**src/rtl/mem_access_ctrl.sv**
```systemverilog
// mem_access_ctrl: multi-cycle load/store sequencer in front of a
// word-addressed data memory. It splits accesses that straddle a word
// boundary into two word accesses and waits out a fixed read latency.
// It also produces byte write enables and extends load data by load mode.
module mem_access_ctrl #(
  parameter int unsigned MEM_LAT = 1
) (
  input  logic        clk,
  input  logic        rst,
  input  logic        req_valid,
  output logic        req_ready,
  input  logic        req_we,
  input  logic [31:0] req_addr,
  input  logic [31:0] req_wdata,
  input  logic [1:0]  req_size,
  input  logic [2:0]  req_load_type,
  output logic        resp_valid,
  output logic [31:0] resp_rdata,
  output logic        busy,
  output logic [29:0] mem_addr,
  output logic        mem_re,
  output logic [3:0]  mem_we,
  output logic [31:0] mem_wdata,
  input  logic [31:0] mem_rdata
);

  localparam logic [2:0] IDLE = 3'd0;
  localparam logic [2:0] RD0  = 3'd1;
  localparam logic [2:0] RD1  = 3'd2;
  localparam logic [2:0] WR0  = 3'd3;
  localparam logic [2:0] WR1  = 3'd4;
  localparam logic [2:0] RESP = 3'd5;

  // Wait counter compares against the latency; 4 bits cover 1..15.
  localparam logic [3:0] LAT = 4'(MEM_LAT);

  logic [2:0]  state;
  logic [31:0] addr_q;
  logic [31:0] wdata_q;
  logic        we_q;
  logic [2:0]  n_q;       // access width in bytes: 1, 2 or 4
  logic [2:0]  ltype_q;
  logic [31:0] lo_q;      // data read from word A
  logic [31:0] hi_q;      // data read from word B (zero when not split)
  logic [3:0]  cnt_q;     // cycles spent in the current read state

  logic [2:0]  req_n;
  logic        req_noop;
  logic [1:0]  off;
  logic [29:0] word_a;
  logic [29:0] word_b;
  logic        split;
  logic        rd_done;
  logic [3:0]  lane_mask;
  logic [63:0] wr_wide;
  logic [7:0]  we_wide;
  logic [63:0] rd_wide;
  logic [31:0] rd_shift;

  // Decode the incoming request into a byte count, or flag it as a no-op.
  // NOTE: every variable written here gets a default first, so no path
  // through the case statements can leave a latch behind.
  always_comb begin
    req_n    = 3'd0;
    req_noop = 1'b0;
    if (req_we) begin
      case (req_size)
        2'd0:    req_n = 3'd1;
        2'd1:    req_n = 3'd2;
        2'd2:    req_n = 3'd4;
        default: req_noop = 1'b1;
      endcase
    end else begin
      case (req_load_type)
        3'd1, 3'd4: req_n = 3'd1;
        3'd2, 3'd5: req_n = 3'd2;
        3'd3:       req_n = 3'd4;
        default:    req_noop = 1'b1;
      endcase
    end
  end

  assign off     = addr_q[1:0];
  assign word_a  = addr_q[31:2];
  assign word_b  = word_a + 30'd1;   // wraps 0x3FFFFFFF -> 0
  assign split   = (({2'b00, off} + {1'b0, n_q}) > 4'd4);
  assign rd_done = (cnt_q == LAT);

  // Byte-lane mask for the access width before it is shifted into place.
  always_comb begin
    case (n_q)
      3'd1:    lane_mask = 4'b0001;
      3'd2:    lane_mask = 4'b0011;
      default: lane_mask = 4'b1111;
    endcase
  end

  // Stores are shifted across a two-word window; the low word goes out in
  // WR0 and the high word in WR1. Loads are pulled back out of the same
  // window.
  assign wr_wide  = {32'b0, wdata_q} << {off, 3'b000};
  assign we_wide  = {4'b0000, lane_mask} << off;
  assign rd_wide  = {hi_q, lo_q};
  assign rd_shift = rd_wide[{off, 3'b000} +: 32];

  // Sequencer state, latched request and read capture buffers.
  // NOTE: all sequential state uses non-blocking assignments so every
  // register samples the pre-edge values of its neighbours.
  always_ff @(posedge clk or posedge rst) begin
    if (rst) begin
      state   <= IDLE;
      addr_q  <= '0;
      wdata_q <= '0;
      we_q    <= 1'b0;
      n_q     <= '0;
      ltype_q <= '0;
      lo_q    <= '0;
      hi_q    <= '0;
      cnt_q   <= '0;
    end else begin
      case (state)
        IDLE: begin
          if (req_valid) begin
            addr_q  <= req_addr;
            wdata_q <= req_wdata;
            we_q    <= req_we;
            n_q     <= req_n;
            ltype_q <= req_load_type;
            lo_q    <= '0;
            hi_q    <= '0;
            cnt_q   <= '0;
            if (req_noop)    state <= RESP;
            else if (req_we) state <= WR0;
            else             state <= RD0;
          end
        end
        RD0: begin
          if (rd_done) begin
            lo_q  <= mem_rdata;
            cnt_q <= '0;
            state <= split ? RD1 : RESP;
          end else begin
            cnt_q <= cnt_q + 4'd1;
          end
        end
        RD1: begin
          if (rd_done) begin
            hi_q  <= mem_rdata;
            cnt_q <= '0;
            state <= RESP;
          end else begin
            cnt_q <= cnt_q + 4'd1;
          end
        end
        WR0:     state <= split ? WR1 : RESP;
        WR1:     state <= RESP;
        RESP:    state <= IDLE;
        default: state <= IDLE;
      endcase
    end
  end

  // Memory strobes and handshake outputs decoded from the current state.
  always_comb begin
    mem_addr  = '0;
    mem_re    = 1'b0;
    mem_we    = 4'b0000;
    mem_wdata = '0;
    case (state)
      RD0: begin
        mem_addr = word_a;
        mem_re   = (cnt_q == 4'd0);
      end
      RD1: begin
        mem_addr = word_b;
        mem_re   = (cnt_q == 4'd0);
      end
      WR0: begin
        mem_addr  = word_a;
        mem_we    = we_wide[3:0];
        mem_wdata = wr_wide[31:0];
      end
      WR1: begin
        mem_addr  = word_b;
        mem_we    = we_wide[7:4];
        mem_wdata = wr_wide[63:32];
      end
      default: ;
    endcase
  end

  assign req_ready  = (state == IDLE);
  assign busy       = (state != IDLE);
  assign resp_valid = (state == RESP);

  // Extended load result, only driven while responding to a real load.
  always_comb begin
    resp_rdata = '0;
    if (state == RESP && !we_q) begin
      case (ltype_q)
        3'd1:    resp_rdata = {{24{rd_shift[7]}}, rd_shift[7:0]};
        3'd2:    resp_rdata = {{16{rd_shift[15]}}, rd_shift[15:0]};
        3'd3:    resp_rdata = rd_shift;
        3'd4:    resp_rdata = {24'b0, rd_shift[7:0]};
        3'd5:    resp_rdata = {16'b0, rd_shift[15:0]};
        default: resp_rdata = '0;
      endcase
    end
  end

endmodule

```
**config.mk**
```make
export PLATFORM = sky130hd
export DESIGN_NAME = mem_access_ctrl
export DESIGN_NICKNAME = d
export VERILOG_FILES = /design/src/rtl/mem_access_ctrl.sv
export SDC_FILE = /design/constraint.sdc
export NUM_CORES = 1
export LEC_CHECK = 0
export BUFFER_PORTS_ARGS = -buffer_cell sky130_fd_sc_hd__buf_2
export CORE_ASPECT_RATIO = 1.5
export CORE_MARGIN = 5
export CORE_UTILIZATION = 59
export CTS_BUF_LIST = sky130_fd_sc_hd__clkbuf_16
export CTS_CLUSTER_DIAMETER = 40
export DETAILED_ROUTE_END_ITERATION = 8
export PLACE_DENSITY = 0.95
export SYNTH_ARGS = -nofsm -noshare
export SYNTH_HDL_FRONTEND = slang
export SYNTH_SLANG_ARGS = --single-unit
export TNS_END_PERCENT = 50
```
**constraint.sdc**
```tcl
create_clock -name clk -period 10.6 [get_ports clk]
set_clock_uncertainty 0.2 [all_clocks]
set_input_delay 0.53 -clock clk [delete_from_list [all_inputs] [get_ports clk]]
set_output_delay 0.53 -clock clk [all_outputs]
set_load 0.02 [all_outputs]
```
==> run metrics <==
commonest cells in the synthesized netlist=dfrtp_1, o21ai_0, nand2_1; Root Driver=clkbuf_16; Via Count=around 8.5k; Die Y=about 160 µm; Worst Setup SP=addr_q[0]; drt wl/cell=20.4 µm; Startpoint Class=flop; PD cells=about 330 mW/mm²; gr usage total=0.323; GP Congestion=~0.97; Slew @ Worst Pin=between 1 and 1.5 ns; vias in the first global route=just over 8k; FF-to-FF End=lo_q[31]; maxcap violations=0; maximum clock path buffer count=2; cell taking the most area after synthesis=dfrtp_1; area share of the largest cell type after synthesis=0.397; largest net degree at the start of global routing=89; post-CTS setup buffer count=0; final core occ=0.722; Routed Antenna Nets=0; Final Max Slew Viols=0; worst skew pair latency=around 0.42 ns; Fin. Hold Viols=18; port buffer count=just over 200; cts repair resizes=0; maximum vdd drop=between 200 and 250 µV; CTS sink cnt=around 130; fill count=roughly 1.0k; final WL=~27000 µm; reg2reg path depth=6; Reg clk slew, reported paths=around 0.060 ns; post-synthesis async set-or-reset flop share=1.00; RSZ-0062 raised after global routing=no; critical path type=flop to output port; total grt overflow=0; Mapped Cells=961; die area=roughly 0.017 mm²; Initial Util=0.601; EDFF count, synth=0; CTS tree=built; maximum fanout along the worst path=36; ys flop type=dfrtp_1; minimum clock period=4.14 ns; DR vias/cell=roughly 6.4; final period utilization=0.390; H-tree level count=4; Fin Setup TNS=0 ns; top-count cell post-synth=dfrtp_1; hold_buf cts=0; Lkg Pwr=between 4 and 5 nW; HPWL Detailed=~19000 µm; Final nets=1234; I/O pin cnt=about 210; initial antenna violation count=0; Hold Crit Class=input port to asynchronous set/reset pin; Final setup viols=0; Unique masters post-synth=62; Area growth, synth to finish=20.0%; antenna cell count=0; syn_nets=around 1.1k; # rows=53; Setup crit end=resp_rdata[21]; R2R Path Start=state[2]; failing checks=negative hold slack; layout cells sized above 1=0.293; CP arrival=between 3 and 4 ns; max frequency=about 240 MHz; worst hold margin=-0.0223 ns; r2r setup slk=approximately 7.5 ns; #FFs+latches synth=roughly 130; status=finished, violations left; synth warn=0; first-pass GRT wire length=roughly 43000 µm; CTS buffer count=17; synth top area cells=dfrtp_1, mux2_2, o21ai_0; core area=about 0.014 mm²; critical path required time=about 10 ns; violation count after the first detailed-route iteration=820; Die X=108 µm; CP Capture Type=output port; sequential-to-total area share from yosys stat=0.397; Slew HR=0.279; Syn Area/Cell=~8.8 µm²; DRC=0; DRT Pass-1 Iters=6; cell area after synthesis=about 0.0085 mm²
## kinds of logic (layout without fill, tap and decap cells)
family | after synthesis | in the layout | synth area share
fa+ha+maj | 4 | 4 | 0.00681
mux | 119 | 119 | 0.163
compound gates | 273 | 273 | 0.196
buf+inv | 119 | 296 | 0.0565
simple gates | 305 | 305 | 0.173
flops | 134 | 134 | 0.397
xor+xnor | 7 | 7 | 0.00725
## flip-flops by register name, summed over array words and instances (netlist names)
signal and count:
addr_q 32, cnt_q 4, hi_q 24, lo_q 32
ltype_q 3, n_q 3, state 3, wdata_q 32
we_q 1
## critical path: stages (launching register included)
cell	delay (ns)
dfrtp_2	0.87
buf_4	0.49
mux4_2	0.57
a22o_1	0.22
nand2_1	0.34
o21ai_0	0.24
buf_2	0.22
## final cells by class
class	instances	area, µm²	share of cell area
clock buffers	17	425	0.0419
clock inverters	15	179	0.0176
inverters	46	178	0.0175
multi-input cells	708	4640	0.458
flip-flops and latches	134	3360	0.331
well taps	192	240	0.0237
repair buffers	218	1120	0.111
## metrics by stage
| step | instance area (µm²) | total power [mW] | worst slack, ns | hold slack (ns) | std cells |
|---|---|---|---|---|---|
| 5_1_grt | 10100 | 3.54 | 6.30 | 0.0266 | 1330 |
| 4_1_cts | 10100 | 3.31 | 6.54 | 0.00569 | 1330 |
| 3_3_place_gp | 9540 | 2.62 | 7.22 | 0.262 | 1298 |
| 3_5_place_dp | 9540 | 2.67 | 7.02 | 0.271 | 1298 |
| 2_1_floorplan | 8450 | 2.20 | 6.29 | 0.250 | 961 |
| 6_report | 10100 | 3.34 | 6.46 | -0.0223 | 1330 |
## cells in the final DEF (no fill, tap or decap), types with 5 or more instances in the layout
cell       netlist  routed
nor4_1           5       5
o21ai_0        114     114
xor2_1           5       5
nand2_1        110     110
nand4_1          8       8
nand3_1         59      59
a211oi_1        10      10
a21oi_1         57      56
or4_1            7       7
and2_1           9       9
buf_4            0      12
mux2_2          62      62
nor2b_1         11      11
nor2_1          53      53
buf_2           25     206
inv_1           45      46
clkbuf_16        0      17
dfrtp_1        134     132
mux2i_1         48      48
mux4_2           9       9
nor3_1          13      13
o211ai_1        13      13
o2bb2ai_1       17      17
o22ai_1         11      11
nand2b_1         7       7
a31oi_1          9       9
## metal layers
metal	wire length, µm	track usage	part of all wire
met4	1780	0.200	0.066
met2	13500	0.541	0.50
met1	9510	0.376	0.35
met3	2380	0.0660	0.087
met5	0	0	0
## how the worst min path moves through the flow
stage,from,end,depth (start not counted)
floorplan,hi_q[16],hi_q[16],2
global placement,hi_q[12],hi_q[12],2
detailed placement,hi_q[14],hi_q[14],2
CTS,rst,addr_q[27],2
global route,rst,addr_q[27],2
finish,rst,addr_q[27],2
## power breakdown
part / switching (mW) / total, mW / internal [mW]
clock network: 0.243 / 0.614 / 0.372
logic: 0.959 / 1.62 / 0.657
registers: 0.373 / 1.11 / 0.737
(Power assumes the default switching activity.)
